`src/rtl/sel_hold_mux_n.sv`:
```
// sel_hold_mux_n: N-channel, WIDTH-bit registered select-and-hold multiplexer.
// The output is held in a flop while no select is asserted. Fixed-priority or
// round-robin arbitration picks the winner. A conflict flag, the winner index
// and an age counter are exported for hazard and debug logic.
module sel_hold_mux_n #(
    parameter int              WIDTH     = 8,
    parameter int              N         = 3,
    parameter int              MODE      = 0,
    parameter logic [WIDTH-1:0] RESET_VAL = '0,
    parameter int              AGE_W     = 4,
    localparam int             IW        = (N > 2) ? $clog2(N) : 1
) (
    input  logic               clk,
    input  logic               rst_n,
    input  logic [N*WIDTH-1:0] data_in,
    input  logic [N-1:0]       sel,
    output logic [WIDTH-1:0]   out,
    output logic               out_valid,
    output logic [IW-1:0]      sel_idx,
    output logic               conflict,
    output logic               hold,
    output logic [AGE_W-1:0]   age
);

    localparam logic [IW-1:0] LAST_IDX = IW'(N - 1);

    logic [IW-1:0]    rr_ptr;
    logic [IW-1:0]    win;
    logic [WIDTH-1:0] win_data;
    logic             any_sel;
    logic             multi_sel;
    logic [IW-1:0]    rr_next;

    // Winner search: lowest index in MODE 0, first asserted from rr_ptr upward in MODE 1.
    always_comb begin
        // NOTE: every variable written here gets a default first, so no path can
        // leave it unassigned and infer a latch.
        win      = '0;
        win_data = data_in[WIDTH-1:0];
        for (int k = N - 1; k >= 0; k--) begin
            int j;
            j = (MODE == 1) ? int'(rr_ptr) + k : k;
            if (j >= N) j = j - N;
            // Scanning from the far end downward lets the nearest hit overwrite the rest.
            if (sel[j]) begin
                win      = IW'(j);
                win_data = data_in[j*WIDTH +: WIDTH];
            end
        end
        any_sel   = |sel;
        // More than one bit set iff clearing the lowest set bit leaves something.
        multi_sel = |(sel & (sel - N'(1)));
        rr_next   = (win == LAST_IDX) ? '0 : win + IW'(1);
    end

    // Output, status and arbitration-pointer registers with synchronous reset.
    always_ff @(posedge clk) begin
        // NOTE: state registers use non-blocking assignments so every flop
        // samples the pre-edge values, independent of statement order.
        if (!rst_n) begin
            out       <= RESET_VAL;
            out_valid <= 1'b0;
            sel_idx   <= '0;
            conflict  <= 1'b0;
            hold      <= 1'b0;
            age       <= '0;
            rr_ptr    <= '0;
        end else if (any_sel) begin
            out       <= win_data;
            out_valid <= 1'b1;
            sel_idx   <= win;
            conflict  <= multi_sel;
            hold      <= 1'b0;
            age       <= '0;
            if (MODE == 1) rr_ptr <= rr_next;
        end else begin
            hold     <= 1'b1;
            conflict <= 1'b0;
            if (age != '1) age <= age + AGE_W'(1);
        end
    end

endmodule

```
`config.mk`:
```
export PLATFORM = sky130hd
export DESIGN_NAME = sel_hold_mux_n
export DESIGN_NICKNAME = d
export VERILOG_FILES = /design/src/rtl/sel_hold_mux_n.sv
export SDC_FILE = /design/constraint.sdc
export NUM_CORES = 1
export LEC_CHECK = 0
export CAP_MARGIN = 10
export CORE_MARGIN = 1.5
export CORE_UTILIZATION = 39
export DETAILED_ROUTE_END_ITERATION = 10
export PLACE_DENSITY_LB_ADDON = 0.05
export SYNTH_ARGS = -nofsm -noshare
export SYNTH_HDL_FRONTEND = slang
export SYNTH_SLANG_ARGS = --single-unit
export TNS_END_PERCENT = 10
```
`constraint.sdc`:
```
create_clock -name clk -period 2.7 [get_ports clk]
set_input_delay 0.405 -clock clk [delete_from_list [all_inputs] [get_ports clk]]
set_output_delay 0.405 -clock clk [all_outputs]
set_load 0.01 [all_outputs]
```
==> results.cfg <==
[worst_setup_path]
end_kind = register
reg2reg_from = age[0]
regToRegSetupSlack_ns = 1.56
startpoint_type = input port
reg2regPathDepth = 4
critPathKind = in -> reg
critPathArrivalTime_ns = 1.94
crit_path_max_fanout = 18
r2r-end = age[1]
cp-startpoint = sel[1]
worstPathRequired_ns = 2.89

[pwr]
seq_power_share_pct = 52.4
swShare_pct = 23.6
power_uw = 517
internal-power_uw = 395
netSwitchingPower_uw = 122
comb_power_share_pct = 22.2
power_leakage_uw = 0.000454
clockPowerShare_pct = 25.5
power_density_nw_per_um2 = 415
peakVddDrop_uv = 275

[die]
start_util_pct = 42.8
core_area_um2 = 1780
die_y_um = 47.2
row_count = 15
ios = 46
die-area_um2 = 2230
dieWidth_um = 47.2

[yosys]
synth_area_um2 = 763
synth_top_cell_by_area = dfxtp_1
ys_seq_area_share_pct = 44.6
syn_inst = 81
synthTopCellsByArea = dfxtp_1, a221oi_1, o2bb2ai_1
yosys_warnings = 0
synth_area_per_cell_um2 = 9.42
ys_ff_latch = 17
ys_types = 29
syn_nets = 111
synth_top_area_share_pct = 44.6

[finish]
mostFrequentLayoutCells = clkdlybuf4s50_1, dfxtp_1, o21ai_0, nor2_1
drive_gt1_share_pct = 6.40
nNetsFinal = 156
syn_to_final_growth_pct = 63.1
stdcell_area_um2 = 1240
final_common_cell = clkdlybuf4s50_1
final_util_pct = 69.8
num_antenna_cells = 0
nFillCells = 152

[sta]
fin_tns_setup_ns = 0
hold_violations = 0
fmax_mhz = 572
tightestPinTransition_ns = 0.562
rsz0062_at_grt = no
maxSlewViolCount = 0
fin_crit_ns = 1.75
period_share_pct = 64.8
skew_ns = 0.000178
maxSlewHeadroom_pct = 62.4
final-setup-viol-count = 0
setup_ws_ns = 0.951

[clocking]
insertion_delay_ns = 0.28
hold_buffers = 0
cts_buffers = 3
htreeDepth = 1
path_clk_slew_ns = 0.10
clock_sinks = 17
cts_tree = yes
cts_resized = 0
cts_buffer_depth = 2
postCtsSetupRepairBufs = 0
root_buffer = clkbuf_4

[global_routing]
overflow = 0
grt_use_total_pct = 17.2
antenna_found_initial = 0
grt_pass1_vias = 659
grt_max_degree = 19
grt_pass1_wl_um = 2650

[placed_design]
port_buffers = 45
place_congestion = 0.697
post-place-ws_ns = 0.664
dpl.hpwl_um = 1380
dpl-instance-area_um2 = 1220

[routing]
final_antenna_net_count = 0
dr_total_vias = 765
firstDrtPassIters = 4
wl_per_cell_um = 11.8
first_iter_violations = 11
wirelength_um = 1770
route.detailed.drc = 0
viasPerCell = 5.10

[job]
cap_violations = 0

[min_path]
min_path_cells = 1
hold-path-endpoint = out[5]
worstHoldStart = out[5]
hold_class = reg -> reg

[outcome]
status = finished, final reports clean
==> critical path, stage by stage <==
cell and delay, ns:
clkdlybuf4s50_1 0.83, or3_1 0.36, clkinv_4 0.13, a32o_1 0.21
==> kinds of logic after synthesis <==
kind of cell	after synthesis	share of synthesized area, %
AOI/OAI and AO/OA	27	25.9
and+or+nand+nor	25	18.9
DFF	17	44.6
buffers and inverters	9	6.56
xor gates and xnor gates	1	1.15
muxes	1	1.31
adders and majority gates	1	1.64
==> routing by layer <==
layer	routed length [um]	vias up	GRT usage (%)
met5	0	-	0
li1	-	385	-
met3	98	2	4.62
met4	10	0	10.0
met2	879	26	28.6
met1	784	352	19.5
==> per-stage QoR <==
stage,std cells,hold WS [ns]
final,150,0.473
after global routing,150,0.491
after CTS,150,0.477
after detailed placement,146,0.446
after global placement,146,0.451
after floorplan,81,0.490
==> power groups by stage <==
stage               sequential (uW)  clock [uW]  combinational [uW]
finish                          271         132                 114
global route                    272         147                 124
CTS                             271         139                 115
detailed placement              276           0                 115
global placement                277           0                 114
floorplan                       283           0                35.6
==> cells in the mapped netlist (all sizes together) <==
library cell,number
dfxtp,17
o41a,1
nand3,4
nor2,6
mux2i,1
nand2,3
nor3b,1
clkbuf,2
a211oi,2
inv,2
clkinv,1
nand2b,2
a21oi,2
o2bb2ai,5
nor3,3
a32o,1
o31ai,2
nor2b,5
or3,1
o21ai,7
xnor2,1
a21boi,1
a31oi,1
a221oi,5
buf,4
ha,1
==> flip-flops by register name, summed over array words and instances (netlist names) <==
signal	flops
conflict	1
out	8
age	4
sel_idx	2
hold	1
out_valid	1
==> cell type report <==
class                           instances  area (um^2)  share of cell area (%)
Sequential cell                        17          340                    27.3
Clock buffer                            4         26.3                    2.11
Inverter                                3         16.3                    1.31
Multi-Input combinational cell         55          373                    29.9
Timing Repair Buffer                   46          458                    36.8
Tap cell                               25         31.3                    2.51
==> worst max path at each step <==
stage               depth (start not counted)  slack (ns)      to
finish                                      4        0.95  out[5]
global route                                4        0.87  out[5]
CTS                                         4        0.97  out[5]
global placement                            4        0.68  out[5]
detailed placement                          4        0.66  out[5]
floorplan                                   4        1.45  age[2]
Note: power is estimated with default switching activity, not from simulation.
==> edit (config.mk and constraints unchanged) <==
`WIDTH`: 8 -> 6.
--- a/src/rtl/sel_hold_mux_n.sv
+++ b/src/rtl/sel_hold_mux_n.sv
@@ -3,7 +3,7 @@
 // round-robin arbitration picks the winner. A conflict flag, the winner index
 // and an age counter are exported for hazard and debug logic.
 module sel_hold_mux_n #(
-    parameter int              WIDTH     = 8,
+    parameter int              WIDTH     = 6,
     parameter int              N         = 3,
     parameter int              MODE      = 0,
     parameter logic [WIDTH-1:0] RESET_VAL = '0,
Interface: changed (resized data_in and out); port bits go from 46 to 38. No check against the original RTL was run, so the function may have changed too.
==> edit against the original RTL <==
- area after synthesis shrank 20%
- sequential share of layout area grew 2.3 points
- sequential cell count shrank 2
- routed wire length shrank 12%
- synthesized cell count shrank 20%
- global-route usage grew 1.8 points
- critical path depth shrank 3
- clock skew is essentially flat
- total power shrank 11%
- count of clock-buffer cells in the layout shrank 1
- setup slack gained 0.076 ns
- cell count shrank 21%
- cell area shrank 18%
- largest cell class unchanged
- largest power group unchanged
==> edit: results (changes against the original RTL) <==
----------------------------------------------------
[Status]
  Run status ... finished, final reports clean

[Global route]
  Global-route usage over all layers ... 0.189 (+0.0175)
  Met1 demand-to-capacity share in global routing ... 0.227 (+0.0313)
  Number of global-route vias before repair ... 601 (-8.8%)
  GR Util met3 ... 0.0553 (+0.00917)

[Setup path]
  Arrival time of the worst setup path ... 1.27 ns (-0.67 ns)
  Internal reg-to-reg setup slack ... 1.58 ns (+0.02 ns)
  Maximum net fanout on the critical path ... 6 (-12)
  Critical Path Source ... age[2]$_SDFFE_PP0P_
  Capture point of the critical path ... age[2]

[Placement]
  Placed cell count ... 115 (-21%)
  Hpwl dp ... 1210 um (-12%)
  Post-Place Setup Slack ... 0.833 ns (+0.170 ns)
  Cell area after placement ... 987 um2 (-19%)
  Last weighted congestion value of the routability-driven placer ... 0.739 (+6.1%)

[Yosys]
  Synth unique cells ... 24 (-17%)
  Number of instances in the synthesized netlist ... 65 (-20%)
  Post-synthesis net count ... 89 (-20%)
  Sequential share of the synthesized area ... 0.490 (+0.0439)

[Drt]
  Via density ... 5.35 (+5.0%)
  Total met3 wirelength after detailed routing ... 83 um (-15%)
  Initial drt markers ... 5 (-6)
  Wire length per cell ... 13.1 um (+11%)
  Detailed-router iteration count before antenna repair ... 3 (-1)
  Sum of routed wire length over all layers ... 1560 um (-12%)
  Detailed-route wire length on metal 1 ... 698 um (-11%)
  Length of routed met2 wiring ... 745 um (-15%)

[STA]
  Post-Route Hold Slack ... 0.479 ns (+0.00566 ns)
  Fin Clk Skew ... 0.000459 ns (+0.000280 ns)
  Final worst path period share ... 0.620 (-0.0282)
  Least-Margin Pin Slew ... 0.365 ns (-0.197 ns)

[Pwr]
  Peak ir drop on the vdd network ... 0.000329 V (+20%)
  Leakage ... 0.390 nW (-14%)

[Hold path]
  Hold Startpoint ... sel_idx[0]$_SDFFE_PN0P_
  Hold Path Sink ... sel_idx[0]$_SDFFE_PN0P_
  Cell depth of the worst hold path ... 2 (+1)

[Finish]
  Number of nets in the layout ... 128 (-18%)
  Fraction of layout cells with a size suffix above 1 ... 0.0583 (-0.00575)
  Filler Cells Inserted ... 134 (-12%)

----------------------------------------------------
-- edit: where the power goes --
group | total [W] | switching [W] | internal (W)
clock network | 0.000130 | 0.0000751 | 0.0000550
registers | 0.000238 | 0.00000566 | 0.000232
logic | 0.0000935 | 0.0000344 | 0.0000591
-- edit: logic make-up (layout without fill, tap and decap cells) --
logic type | count (synthesis) | after routing | synth area share
AOI/OAI and AO/OA | 23 | 23 | 0.247
xor gates and xnor gates | 1 | 1 | 0.0143
adders and majority gates | 1 | 1 | 0.0204
buffers and inverters | 6 | 44 | 0.0449
DFF | 15 | 15 | 0.490
muxes | 1 | 1 | 0.0163
and+or+nand+nor | 18 | 18 | 0.167
-- edit: layout make-up --
class / instances / area, um2 / area share
Tap cell: 16 / 20.0 / 0.0197
Sequential cell: 15 / 300 / 0.296
Clock buffer: 3 / 22.5 / 0.0222
Inverter: 3 / 11.3 / 0.0111
Timing Repair Buffer: 37 / 370 / 0.365
Clock inverter: 1 / 5.00 / 0.00493
Multi-Input combinational cell: 44 / 285 / 0.281
